[src/rtl/hdr_deframer_pkg.sv]
// Purpose : shared state encoding and header constants for the header deframer.
// Latency : n/a (package).
// Backpr. : n/a (package).
//
// Contents: state_t (HUNT, H0..H3, PAY), HDR_WORDS, SYNC_WORD, is_sync().
package hdr_deframer_pkg;

    // HUNT searches for a sync word; H0..H3 are header word positions; PAY is payload.
    typedef enum logic [2:0] {
        HUNT = 3'd0,
        H0   = 3'd1,
        H1   = 3'd2,
        H2   = 3'd3,
        H3   = 3'd4,
        PAY  = 3'd5
    } state_t;

    localparam int unsigned HDR_WORDS = 4;
    localparam logic [31:0] SYNC_WORD = 32'h0;

    function automatic logic is_sync(input logic [31:0] w);
        return w == SYNC_WORD;
    endfunction

endpackage

[src/rtl/hdr_deframer_if.sv]
// Purpose : bundles the deframer's input stream and its decoded outputs.
// Latency : n/a (interface).
// Backpr. : none; the stream is accepted whenever din_valid is high.
//
// Ports   : din/din_valid (source -> deframer); frame_count, pps_count, hdr_valid,
//           payload/payload_valid/payload_last, locked, sync_err, frame_gap, err_count.
interface hdr_deframer_if
    import hdr_deframer_pkg::*;
#(
    parameter int unsigned ERR_W = 16
);
    logic [31:0]      din;
    logic             din_valid;
    logic [31:0]      frame_count;
    logic [31:0]      pps_count;
    logic             hdr_valid;
    logic [31:0]      payload;
    logic             payload_valid;
    logic             payload_last;
    logic             locked;
    logic             sync_err;
    logic             frame_gap;
    logic [ERR_W-1:0] err_count;

    modport master (
        output din, din_valid,
        input  frame_count, pps_count, hdr_valid, payload, payload_valid,
               payload_last, locked, sync_err, frame_gap, err_count
    );

    modport slave (
        input  din, din_valid,
        output frame_count, pps_count, hdr_valid, payload, payload_valid,
               payload_last, locked, sync_err, frame_gap, err_count
    );
endinterface

[src/rtl/hdr_gap_check.sv]
// Purpose : remembers the last good frame_count and flags non-consecutive headers.
// Latency : frame_gap_o one cycle after chk_i; frame_gap_d_o is same-cycle.
// Backpr. : none.
//
// Ports   : clk, rst; chk_i (good header accepted), fc_i (its frame_count);
//           frame_gap_d_o (next-state of the pulse), frame_gap_o (registered pulse).
module hdr_gap_check
    import hdr_deframer_pkg::*;
(
    input  logic        clk,
    input  logic        rst,
    input  logic        chk_i,
    input  logic [31:0] fc_i,
    output logic        frame_gap_d_o,
    output logic        frame_gap_o
);
    logic [31:0] prev_q;
    logic        have_prev_q;
    logic        frame_gap_q;

    // The +1 wraps naturally at 32 bits, so 0xFFFFFFFF -> 0 counts as consecutive.
    assign frame_gap_d_o = chk_i && have_prev_q && (fc_i != prev_q + 32'd1);

    always_ff @(posedge clk) begin
        if (rst) begin
            prev_q      <= '0;
            have_prev_q <= 1'b0;
            frame_gap_q <= 1'b0;
        end else begin
            frame_gap_q <= frame_gap_d_o;
            if (chk_i) begin
                prev_q      <= fc_i;
                have_prev_q <= 1'b1;
            end
        end
    end

    assign frame_gap_o = frame_gap_q;
endmodule

[src/rtl/hdr_deframer.sv]
// Purpose : recovers frame alignment from a header+payload word stream.
// Latency : every output is registered, one cycle after the accepting edge.
// Backpr. : none; a word is consumed on every edge with din_valid high.
//
// Ports   : clk, rst (sync, active high); bus (slave side of hdr_deframer_if).
module hdr_deframer
    import hdr_deframer_pkg::*;
#(
    parameter int unsigned PAYLOAD_WORDS = 256,
    parameter int unsigned ERR_W         = 16
) (
    input  logic          clk,
    input  logic          rst,
    hdr_deframer_if.slave bus
);
    localparam logic [15:0] LAST_IDX = 16'(PAYLOAD_WORDS - 1);

    state_t           state_q;
    logic [15:0]      cnt_q;
    logic [31:0]      fc_sh_q;
    logic [31:0]      pps_sh_q;
    logic [31:0]      fc_q;
    logic [31:0]      pps_q;
    logic [31:0]      pay_q;
    logic             hdr_vld_q;
    logic             pay_vld_q;
    logic             pay_last_q;
    logic             locked_q;
    logic             sync_err_q;
    logic [ERR_W-1:0] err_q;

    logic             good_hdr;
    logic             sync_fail;
    logic             frame_gap_d;
    logic             frame_gap_q;
    logic [1:0]       err_inc;
    logic [ERR_W:0]   err_sum;

    // Header word 3 and the word expected after a payload must both be the sync word.
    assign good_hdr  = bus.din_valid && (state_q == H3) && is_sync(bus.din);
    assign sync_fail = bus.din_valid && ((state_q == H3) || (state_q == H0)) && !is_sync(bus.din);

    // One extra bit catches overflow so the counter saturates instead of wrapping.
    assign err_inc = {1'b0, sync_fail} + {1'b0, frame_gap_d};
    assign err_sum = {1'b0, err_q} + {{(ERR_W-1){1'b0}}, err_inc};

    hdr_gap_check u_gap (
        .clk           (clk),
        .rst           (rst),
        .chk_i         (good_hdr),
        .fc_i          (fc_sh_q),
        .frame_gap_d_o (frame_gap_d),
        .frame_gap_o   (frame_gap_q)
    );

    always_ff @(posedge clk) begin
        if (rst) begin
            state_q    <= HUNT;
            cnt_q      <= '0;
            fc_sh_q    <= '0;
            pps_sh_q   <= '0;
            fc_q       <= '0;
            pps_q      <= '0;
            pay_q      <= '0;
            hdr_vld_q  <= 1'b0;
            pay_vld_q  <= 1'b0;
            pay_last_q <= 1'b0;
            locked_q   <= 1'b0;
            sync_err_q <= 1'b0;
            err_q      <= '0;
        end else begin
            hdr_vld_q  <= 1'b0;
            pay_vld_q  <= 1'b0;
            pay_last_q <= 1'b0;
            sync_err_q <= 1'b0;
            err_q      <= err_sum[ERR_W] ? {ERR_W{1'b1}} : err_sum[ERR_W-1:0];

            if (bus.din_valid) begin
                case (state_q)
                    HUNT: if (is_sync(bus.din)) state_q <= H1;
                    H0: begin
                        if (is_sync(bus.din)) begin
                            state_q <= H1;
                        end else begin
                            sync_err_q <= 1'b1;
                            locked_q   <= 1'b0;
                            state_q    <= HUNT;
                        end
                    end
                    H1: begin
                        fc_sh_q <= bus.din;
                        state_q <= H2;
                    end
                    H2: begin
                        pps_sh_q <= bus.din;
                        state_q  <= H3;
                    end
                    H3: begin
                        if (good_hdr) begin
                            fc_q      <= fc_sh_q;
                            pps_q     <= pps_sh_q;
                            hdr_vld_q <= 1'b1;
                            locked_q  <= 1'b1;
                            cnt_q     <= '0;
                            state_q   <= PAY;
                        end else begin
                            sync_err_q <= 1'b1;
                            locked_q   <= 1'b0;
                            state_q    <= HUNT;
                        end
                    end
                    PAY: begin
                        // Frame length comes from the counter alone; zero payload words are data.
                        pay_q     <= bus.din;
                        pay_vld_q <= 1'b1;
                        cnt_q     <= cnt_q + 16'd1;
                        if (cnt_q == LAST_IDX) begin
                            pay_last_q <= 1'b1;
                            state_q    <= H0;
                        end
                    end
                    default: state_q <= HUNT;
                endcase
            end
        end
    end

    assign bus.frame_count   = fc_q;
    assign bus.pps_count     = pps_q;
    assign bus.hdr_valid     = hdr_vld_q;
    assign bus.payload       = pay_q;
    assign bus.payload_valid = pay_vld_q;
    assign bus.payload_last  = pay_last_q;
    assign bus.locked        = locked_q;
    assign bus.sync_err      = sync_err_q;
    assign bus.frame_gap     = frame_gap_q;
    assign bus.err_count     = err_q;
endmodule
[src/flat_wrapper.sv]
// flat-port wrapper written by rule: the top's interface ports become plain ports
module hdr_deframer_flat import hdr_deframer_pkg::*;
#(
    parameter int unsigned PAYLOAD_WORDS = 256,
    parameter int unsigned ERR_W         = 16
)
  (clk, rst, bus_din, bus_din_valid, bus_frame_count, bus_pps_count, bus_hdr_valid, bus_payload, bus_payload_valid, bus_payload_last, bus_locked, bus_sync_err, bus_frame_gap, bus_err_count);
  hdr_deframer_if #(.ERR_W(ERR_W)) bus_i ();
  input  logic clk;
  input  logic rst;
  input wire logic [$bits(bus_i.din)-1:0] bus_din;
  input wire logic [$bits(bus_i.din_valid)-1:0] bus_din_valid;
  output wire logic [$bits(bus_i.frame_count)-1:0] bus_frame_count;
  output wire logic [$bits(bus_i.pps_count)-1:0] bus_pps_count;
  output wire logic [$bits(bus_i.hdr_valid)-1:0] bus_hdr_valid;
  output wire logic [$bits(bus_i.payload)-1:0] bus_payload;
  output wire logic [$bits(bus_i.payload_valid)-1:0] bus_payload_valid;
  output wire logic [$bits(bus_i.payload_last)-1:0] bus_payload_last;
  output wire logic [$bits(bus_i.locked)-1:0] bus_locked;
  output wire logic [$bits(bus_i.sync_err)-1:0] bus_sync_err;
  output wire logic [$bits(bus_i.frame_gap)-1:0] bus_frame_gap;
  output wire logic [$bits(bus_i.err_count)-1:0] bus_err_count;
  assign bus_i.din = bus_din;
  assign bus_i.din_valid = bus_din_valid;
  assign bus_frame_count = bus_i.frame_count;
  assign bus_pps_count = bus_i.pps_count;
  assign bus_hdr_valid = bus_i.hdr_valid;
  assign bus_payload = bus_i.payload;
  assign bus_payload_valid = bus_i.payload_valid;
  assign bus_payload_last = bus_i.payload_last;
  assign bus_locked = bus_i.locked;
  assign bus_sync_err = bus_i.sync_err;
  assign bus_frame_gap = bus_i.frame_gap;
  assign bus_err_count = bus_i.err_count;
  hdr_deframer #(.PAYLOAD_WORDS(PAYLOAD_WORDS), .ERR_W(ERR_W)) u_core (.clk(clk), .rst(rst), .bus(bus_i));
endmodule
[config.mk]
export PLATFORM = sky130hd
export DESIGN_NAME = hdr_deframer_flat
export DESIGN_NICKNAME = d
export VERILOG_FILES = /design/src/rtl/hdr_deframer_pkg.sv /design/src/rtl/hdr_deframer_if.sv /design/src/rtl/hdr_gap_check.sv /design/src/rtl/hdr_deframer.sv /design/src/flat_wrapper.sv
export SDC_FILE = /design/constraint.sdc
export NUM_CORES = 1
export LEC_CHECK = 0
export ABC_AREA = 1
export CORE_ASPECT_RATIO = 2
export CORE_MARGIN = 2
export CORE_UTILIZATION = 25
export CTS_CLUSTER_DIAMETER = 30
export DETAILED_ROUTE_END_ITERATION = 6
export GPL_ROUTABILITY_DRIVEN = 1
export GPL_TIMING_DRIVEN = 0
export PLACE_DENSITY = 0.44
export SYNTH_ARGS = -nofsm -noshare
export SYNTH_HDL_FRONTEND = slang
export SYNTH_SLANG_ARGS = --single-unit
[constraint.sdc]
create_clock -name clk -period 3.06 [get_ports clk]
set_input_delay 0.459 -clock clk [delete_from_list [all_inputs] [get_ports clk]]
set_output_delay 0.459 -clock clk [all_outputs]
set_load 0.01 [all_outputs]
=== After elaboration in Yosys (flattened, before gate mapping) ===
Index checks and enable logic that the tools add are counted.
Widths: inputs -> output; s select.

* Register bits: 234
* Output and inout bits: 118

* Add/subtract/negate cells: 4
* Equality and inequality tests: 11
* Muxes and demuxes: 16
* Bitwise operators: 3
* Reduce and logical (&&, ||, !) cells: 22

{| class="wikitable"
|+ Operators with widths
! cell !! count
|-
| $add 32x1->32 const B || 1
|-
| $logic_not 32->1 || 1
|-
| $mux 16 || 2
|-
| $ne 32x32->1 || 1
|-
| $pmux 16 s2 || 1
|-
| $pmux 3 s6 || 1
|-
| $add 16x2->17 || 1
|-
| $add 16x1->16 const B || 1
|-
| $eq 16x8->1 const B || 1
|-
| $reduce_and 3->1 || 4
|-
| $mux 3 || 3
|-
| $eq 3x2->1 const B || 2
|-
| $eq 3x3->1 const B || 2
|-
| $logic_and 1x1->1 || 6
|-
| $mux 1 || 6
|-
| $reduce_and 2->1 || 3
|-
| $reduce_or 3->1 || 2
|-
| $ne 2x1->1 const B || 2
|-
| $ne 2x2->1 const B || 2
|-
| $pmux 1 s2 || 2
|-
| $reduce_bool 2->1 || 2
|-
| $eq 3x1->1 const B || 1
|-
| $logic_not 3->1 || 1
|-
| $not 1->1 || 3
|-
| other kinds (5) || 5
|}

=== Logic depth before layout (Yosys ltp) ===
Gate-level depths: netlist of the first run.

* Depth after elaboration: 8
* Mapped depth: 28
* Mapped depth without buffers: 28

=== By module ===
Synthesis of the first run repeated with hierarchy kept, for this count alone.

* Cells, all modules: 1532
* Area total of the unflattened synthesis: 10689.0 um2

{| class="wikitable"
|+ Modules (own cells, without submodules)
! module !! times used !! cells an instance !! area each (um2) !! sequential area each (um2)
|-
| hdr_deframer || 1 || 1068 || 7957.6 || 4003.8
|-
| hdr_gap_check || 1 || 464 || 2731.4 || 680.7
|}

=== Worst setup path before layout of the first run ===
Ideal clock, no wire load.

* Path type: flip-flop to flip-flop
* Start: reg u_core.bus.frame_count[0] (netlist name)
* End: reg u_core.err_q[11], in the netlist u_core.bus.err_count[11]
* Library setup time: 115 ps
* Arrival: 3261 ps
* Data required time: 2945 ps
* Setup slack: -317 ps
* Cell stages (with the launch flop): 25
* Path buffers: 0
* Cell sequence: dfxtp_1 > ha_1 > nand3_1 > inv_2 > nand2_1 > nor2_1 > nand3_1 > nand3_1 > nand2_1 > nor2_1 > nand2_1 > nor2_1 > nand2_1 > nand2_1 > inv_1 > fa_1 > ha_1 > nand3_1 > nor3b_2 > nand3_1 > nor2_1 > nand2_1 > o21ai_0 > o21ai_0 > inv_1

{| class="wikitable"
|+ RTL lines
! item !! line !! RTL
|-
| to (signal assigned) || hdr_deframer.sv:76 || <nowiki>err_q <= err_sum[ERR_W] ? {ERR_W{1'b1}} : err_sum[ERR_W-1:0];</nowiki>
|-
| to (decl) || hdr_deframer.sv:30 || <nowiki>logic [ERR_W-1:0] err_q;</nowiki>
|}

==> metrics.md, run 1 <==
| Metric | Value |
|---|---|
| Fmax | `between 200 and 300 MHz` |
| Final worst setup slack | `-0.349 ns` |
| Finish-stage setup viols | `16` |
| Worst Hold Path Cells | `2` |
| Outcome | `finished, violations left` |
| CTS Root Cell | `clkbuf_16` |
| Post-synthesis compound-gate area fraction | `18.0%` |
| DRT Wirelength | `33.5 mm` |
| Post-synthesis mux area share | `0%` |
| Worst rel slew slack | `48.9%` |
| Grt ovf | `0` |
| TritonRoute pass-1 iters | `5` |
| Util after Layout | `~37%` |
| Measured slew at the worst slew-check pin | `0.766 ns` |
| ANT nets after route | `0` |
| Layout Nets | `1474` |
| Die X | `~140 um` |
| Vias in the first global route | `8667` |
| Share of cells above drive strength 1 | `14.0%` |
| Clk buf depth | `3` |
| Synth Area in Simple Gates | `24.1%` |
| Final Critical Period | `3.41 ns` |
| Htree depth | `2` |
| Largest net degree at the start of global routing | `13` |
| Buffers on Ports | `152` |
| Clock Skew | `around 0.016 ns` |
| Commonest non-fill, non-tap cells in the layout | `nand2_1 (238), dfxtp_1 (178), clkdlybuf4s50_1 (152)` |
| Worst Path Arrival | `3.79 ns` |
| Antenna violations before repair | `0` |
| Setup WS pre-CTS | `-1.15 ns` |
| Slew Limit Fails | `0` |
| Pwr dens | `539 nW/um^2` |
| Design Power | `between 6 and 7 mW` |
| XOR/XNOR Fraction of Synth Area | `approximately 2.5%` |
| Seq/Total Area, Yosys | `46.4%` |
| Worst IR drop on VDD | `0.376 mV` |
| Area leader, netlist | `dfxtp_1` |
| Most common cell after layout, fill and taps aside | `nand2_1` |
| DRT iter0 DRCs | `351` |
| Worst min path class | `reg -> reg` |
| CORE AREA | `34400 sq um` |
| Die area | `36500 sq um` |
| Synth-to-layout area growth | `44.7%` |
| Adder-cell share of the synthesized area | `0.660%` |
| CTS tree | `done` |
| Post-DP HPWL | `approximately 26 mm` |
| # DRC | `0` |
| Initial cell density of the core | `25.4%` |
| GRT Overall Usage | `18.5%` |
| Post-CTS Hold Buffers | `0` |
| Via/cell ratio | `4.53` |
| Final period util | `111%` |
| Most used DFF post-synth | `dfxtp_1` |
| FF+latch count, synth | `202` |
| Num CTS Buffers | `35` |
| WP data required | `roughly 3.4 ns` |
| Gpl congestion | `0.845` |
| Synth top area share | `a little under half` |
| Num ports | `153` |
| Asr flop ratio synth | `0%` |
| Design Area, Final | `12600 sq um` |
| Clk_lat worst skew | `~0.52 ns` |
| Main combinational cell family by area after synthesis | `simple AND/OR/NAND/NOR gates` |
| Critical path class | `reg -> reg` |
| Worst R2R Path Depth | `26` |
| Placed cell areas | `10800 sq um` |
| Synthesized Nets | `1263` |
| Count of different cell masters after synthesis | `39` |
| Worst Setup Start Kind | `flop` |
| Synth warnings | `0` |
| Wirelength per Cell | `17.6 um` |
| Unrepaired setup endpoints after global routing | `true` |
| Post-synth EDFFs | `0` |
| Mapped Cells | `around 1200` |
| Leakage | `4.64 nW` |
| Clock Pin Slew Worst Setup and Hold Paths | `roughly 0.060 ns` |
| Clock sinks | `202` |
| Max-Cap Viols | `0` |
| Height of the die | `268 um` |
| Critical Path Fanout Max | `5` |
| Top cells by area, synth | `dfxtp_1 (46%), nand2_1 (11%), o21ai_0 (7.9%)` |
| Failing checks | `negative setup slack` |
| Crit. End Element | `flop` |
| Fin. Hold Viols | `0` |
| Vias | `8612` |
| First-pass GRT wire length | `50.5 mm` |
| Antenna Diode Count | `0` |
| FP Rows | `96` |
| Synthesized area | `between 8000 and 9000 sq um` |
| Mean Syn Cell Area | `7.12 sq um` |
[cell families (layout without fill, tap and decap cells)]
| logic type | Yosys count | count (layout) |
|---|---|---|
| and+or+nand+nor | 506 | 506 |
| buffers and inverters | 190 | 426 |
| adders and majority gates | 4 | 4 |
| DFF | 202 | 202 |
| AOI/OAI and AO/OA | 297 | 297 |
| xor gates and xnor gates | 25 | 25 |
[Yosys cell counts (2+ instances only)]
cell type  instances
buf_2             11
o21bai_1           5
a221oi_1           5
nor3_1            10
nand3_1           47
nor4_1             2
ha_1               3
dfxtp_1          202
o21ai_0          138
o22ai_1           16
clkbuf_1          33
inv_2              4
a211oi_1           2
xor2_1            15
nor2_1           167
nand2_4            4
a21oi_1           89
inv_1            135
nor2_2             5
o21ai_1           34
buf_1              5
a31oi_1            2
nand2_2            2
nor2_4             6
xnor2_1           10
nand3b_1           2
nand2_1          253
nand4_1            6
[flip-flops by register name (all words and copies together), names as in the netlist, 3 cells and up]
register                flops
u_core.bus.err_count       16
u_core.bus.frame_count     31
u_core.bus.payload         32
u_core.bus.pps_count       32
u_core.cnt_q               16
u_core.fc_sh_q             32
u_core.pps_sh_q            32
u_core.state_q              3
[power breakdown]
part           switching [mW]  internal, mW  leakage [nW]  total (mW)
combinational           0.115        0.0582          2.42       0.173
clock                    1.43          2.57         0.586        4.00
sequential     0.000000000113          2.63          1.64        2.63
[worst max-delay path, stage by stage (launching register included)]
cell	delay (ns)
dfxtp_4	0.36
ha_4	0.17
nand3_4	0.17
inv_8	0.07
nand2_8	0.08
buf_4	0.11
nand3_1	0.06
nand2_1	0.09
nand2_1	0.07
nor2_2	0.14
nand2_2	0.11
nor2_4	0.16
nand3_2	0.08
nor2_2	0.12
nand2_2	0.10
nand2_2	0.08
inv_2	0.04
fa_2	0.38
ha_4	0.18
nand3_4	0.09
nor3b_4	0.06
nand3_4	0.12
buf_4	0.14
nor3_4	0.04
buf_4	0.14
nor2_1	0.08
nor2_1	0.05
[layer usage]
metal / global-route usage, % / up-vias / wire [um]
met5: 0 / - / 0
met4: 11.0 / 0 / 2050
met3: 3.45 / 77 / 1460
met2: 36.7 / 196 / 18900
met1: 16.9 / 3951 / 11100
li1: - / 4388 / -
[worst paths after layout]
| check | start | endpoint | slack (ns) |
|---|---|---|---|
| setup reg to reg | u_core.bus.frame_count[0] | u_core.bus.err_count[7] | -0.35 |
| hold / removal | u_core.pps_sh_q[31] | u_core.pps_sh_q[31] | 0.45 |
| hold reg to reg | u_core.pps_sh_q[31] | u_core.pps_sh_q[31] | 0.45 |
| setup / recovery | u_core.bus.frame_count[0] | u_core.bus.err_count[7] | -0.35 |
[layout make-up]
cell class / count / area, sq um
buffer: 50 / 203
multi-input combinational: 832 / 4300
clock inverter: 20 / 213
inverter: 140 / 533
timing repair buffer: 174 / 1740
tap: 441 / 552
clock buffer: 42 / 985
sequential: 202 / 4090
fill: 3715 / 21700
[per-stage QoR]
stage | TNS [ns] | hold WS [ns] | cells
detailed placement | -16.04 | 0.446 | 1817
global route | -8.61 | 0.472 | 1901
global placement | -15.62 | 0.438 | 1817
floorplan | 0 | 0.425 | 1224
CTS | -4.40 | 0.453 | 1895
finish | -4.65 | 0.450 | 1901
[repair_timing]
item,4_1_cts,5_1_grt
resized for setup,80,30
hold endpoints to repair,0,0
pin swaps,23,24
buffers inserted,16,6
setup endpoints to repair,16,16
No activity file was read; power rests on OpenSTA's default activity.
==> run 2: changes to the inputs <==
--- a/config.mk
+++ b/config.mk
@@ -8,12 +8,13 @@
 export ABC_AREA = 1
 export CORE_ASPECT_RATIO = 2
 export CORE_MARGIN = 2
-export CORE_UTILIZATION = 25
+export CORE_UTILIZATION = 45
 export CTS_CLUSTER_DIAMETER = 30
+export CTS_CLUSTER_SIZE = 14
 export DETAILED_ROUTE_END_ITERATION = 6
 export GPL_ROUTABILITY_DRIVEN = 1
 export GPL_TIMING_DRIVEN = 0
-export PLACE_DENSITY = 0.44
+export PLACE_DENSITY = 0.72
 export SYNTH_ARGS = -nofsm -noshare
 export SYNTH_HDL_FRONTEND = slang
 export SYNTH_SLANG_ARGS = --single-unit
==> metrics.md, run 2 (synthesis gave the netlist of run 1 again) <==
| Metric | Value |
|---|---|
| Outcome | `finished, violations left` |
| Failing checks | `negative setup slack` |
| Leakage | `4.47 nW (-3.6%)` |
| Commonest non-fill, non-tap cells in the layout | `nand2_1 (246), dfxtp_1 (186), clkdlybuf4s50_1 (152)` |
| Clk buf depth | `3 (unchanged)` |
| Via/cell ratio | `5.16 (+14%)` |
| Grt ovf | `0 (unchanged)` |
| Crit. End Element | `flop` |
| Finish-stage setup viols | `16 (unchanged)` |
| Design Area, Final | `11900 sq um (-5.3%)` |
| WP buf/inv | `5 (unchanged)` |
| Max incr delay on CP | `0.41 ns (+0.03 ns)` |
| Placed cell areas | `10600 sq um (-2.1%)` |
| WP data required | `3.47 ns (+0.03 ns)` |
| Placed Instances | `1635 (-10%)` |
| GRT Overall Usage | `26.7% (+8.2 points)` |
| Post-CTS Hold Buffers | `0 (unchanged)` |
| Critical path class | `reg -> reg` |
| Clock sinks | `202 (unchanged)` |
| Vias | `8775 (+1.9%)` |
| Most common cell after layout, fill and taps aside | `nand2_1` |
| Worst min path class | `reg -> reg` |
| Worst rel slew slack | `44.9% (-4.0 points)` |
| Clk_lat worst skew | `0.51 ns (about the same)` |
| Vias in the first global route | `8734 (+0.77%)` |
| Initial cell density of the core | `45.4% (+20 points)` |
| Buffers on Ports | `152 (unchanged)` |
| Height of the die | `201 um (-25%)` |
| FP Rows | `72 (-25%)` |
| TritonRoute pass-1 iters | `5 (unchanged)` |
| Setup WS pre-CTS | `-0.965 ns (+0.182 ns)` |
| Die area | `20600 sq um (-44%)` |
| Slew Limit Fails | `0 (unchanged)` |
| Largest delay share family, worst path | `simple AND/OR/NAND/NOR gates` |
| Critical Path Fanout Max | `5 (unchanged)` |
| Worst Path Arrival | `3.88 ns (+0.09 ns)` |
| DRT iter0 DRCs | `365 (+4.0%)` |
| CORE AREA | `19200 sq um (-44%)` |
| Largest net degree at the start of global routing | `15 (+2)` |
| Worst Setup Start Kind | `flop` |
| ANT nets after route | `0 (unchanged)` |
| Wirelength per Cell | `16.1 um (-8.4%)` |
| Antenna violations before repair | `1 (+1)` |
| Unrepaired setup endpoints after global routing | `true` |
| Final worst setup slack | `-0.413 ns (-0.0638 ns)` |
| Pwr dens | `488 nW/um^2 (-9.4%)` |
| Final Critical Period | `3.47 ns (+0.0638 ns)` |
| CTS tree | `done` |
| DRT Wirelength | `27.5 mm (-18%)` |
| Num CTS Buffers | `26 (-26%)` |
| Worst IR drop on VDD | `0.505 mV (+34%)` |
| Max-Cap Viols | `0 (unchanged)` |
| Post-DP HPWL | `21.0 mm (-20%)` |
| Htree depth | `1 (-1)` |
| Fmax | `288 MHz (-1.8%)` |
| Gpl congestion | `0.935 (+11%)` |
| Critical path's slowest cell | `fa_2` |
| Fin cells | `1702 (-10%)` |
| CTS Root Cell | `clkbuf_16` |
| Clock Pin Slew Worst Setup and Hold Paths | `0.06 ns (about the same)` |
| Most common cell on crit path | `nand2_1` |
| Share of cells above drive strength 1 | `11.5% (-2.5 points)` |
| Fin. Hold Viols | `0 (unchanged)` |
| Die X | `102 um (-25%)` |
| Clock Skew | `0.0122 ns (-0.00382 ns)` |
| # DRC | `0 (unchanged)` |
| Synth-to-layout area growth | `37.0%` |
| First-pass GRT wire length | `43.2 mm (-14%)` |
| Final period util | `114% (+2.1 points)` |
| Num ports | `153 (unchanged)` |
| Measured slew at the worst slew-check pin | `0.826 ns (+0.0599 ns)` |
| Layout Nets | `1461 (-0.88%)` |
[run 2: cell count changes in the layout (fill, tap and decap cells not counted), sizes merged, moves of 2 or more]
cell,before,now
clkbuf,76,67
buf,38,34
clkinvlp,4,0
bufinv,3,1
inv,145,147
[run 2: worst paths after layout]
check                       startpoint  cells past startpoint                        to  slack, ns
min                u_core.pps_sh_q[31]                      2       u_core.pps_sh_q[31]       0.45
max reg2reg  u_core.bus.frame_count[1]                     27  u_core.bus.err_count[10]      -0.41
min reg2reg        u_core.pps_sh_q[31]                      2       u_core.pps_sh_q[31]       0.45
max          u_core.bus.frame_count[1]                     27  u_core.bus.err_count[10]      -0.41
[run 2: area by class of cell]
class                      count  area [sq um]
clock inverter                15           140
fill                        1702          7240
buffer                        50           203
timing repair buffer         170          1680
inverter                     140           531
multi-input combinational    832          4260
tap                          259           324
antenna                        1          2.50
sequential                   202          4070
clock buffer                  33           738
[run 2: power breakdown]
group | internal (mW) | switching (mW) | total (mW)
clock network | 1.83 | 1.21 | 3.04
registers | 2.63 | 0.000000000114 | 2.63
logic | 0.0581 | 0.102 | 0.160
[run 2: layer usage]
| layer | global-route usage (%) | wire length [um] | share of wire (%) |
|---|---|---|---|
| met1 | 26.6 | 9600 | 35 |
| met2 | 49.9 | 14800 | 54 |
| met3 | 3.45 | 1100 | 4.0 |
| met4 | 16.9 | 1960 | 7.1 |
| met5 | 0 | 0 | 0 |
[run 2: per-stage QoR]
stage                     power, mW  hold slack [ns]  TNS [ns]  utilization [%]
after floorplan                2.74            0.425         0                -
after global placement         2.84            0.434    -12.84             55.3
after detailed placement       2.84            0.444    -13.09             55.3
after CTS                      5.86            0.452     -3.59             61.8
after global routing           5.99            0.473     -7.89             62.2
final                          5.83            0.450     -4.44             62.2
[run 2: what timing repair did]
| item | 4_1_cts | 5_1_grt |
|---|---|---|
| resized for setup | 67 | 17 |
| pin swaps | 21 | 2 |
| gates cloned | 0 | 0 |
| setup buffers | 13 | 5 |
| endpoints found under the setup margin | 16 | 16 |
[run 2: worst register-to-register path: stages, from the launching register on]
cell	delay (ns)
dfxtp_4	0.36
ha_4	0.17
nand3_4	0.16
inv_6	0.08
nand2_8	0.08
buf_4	0.11
nand3_1	0.06
nand2_1	0.06
nand2_1	0.05
nor2_2	0.13
nand2_2	0.11
nor2_4	0.15
nand3_2	0.07
nor2_1	0.10
nand2_1	0.12
nand2_2	0.11
inv_2	0.04
fa_2	0.41
ha_4	0.19
nand3_4	0.09
nor3b_4	0.06
nand3_4	0.09
buf_6	0.11
nor2_1	0.03
a21oi_1	0.17
o21ai_0	0.13
nand2_1	0.08
inv_1	0.04
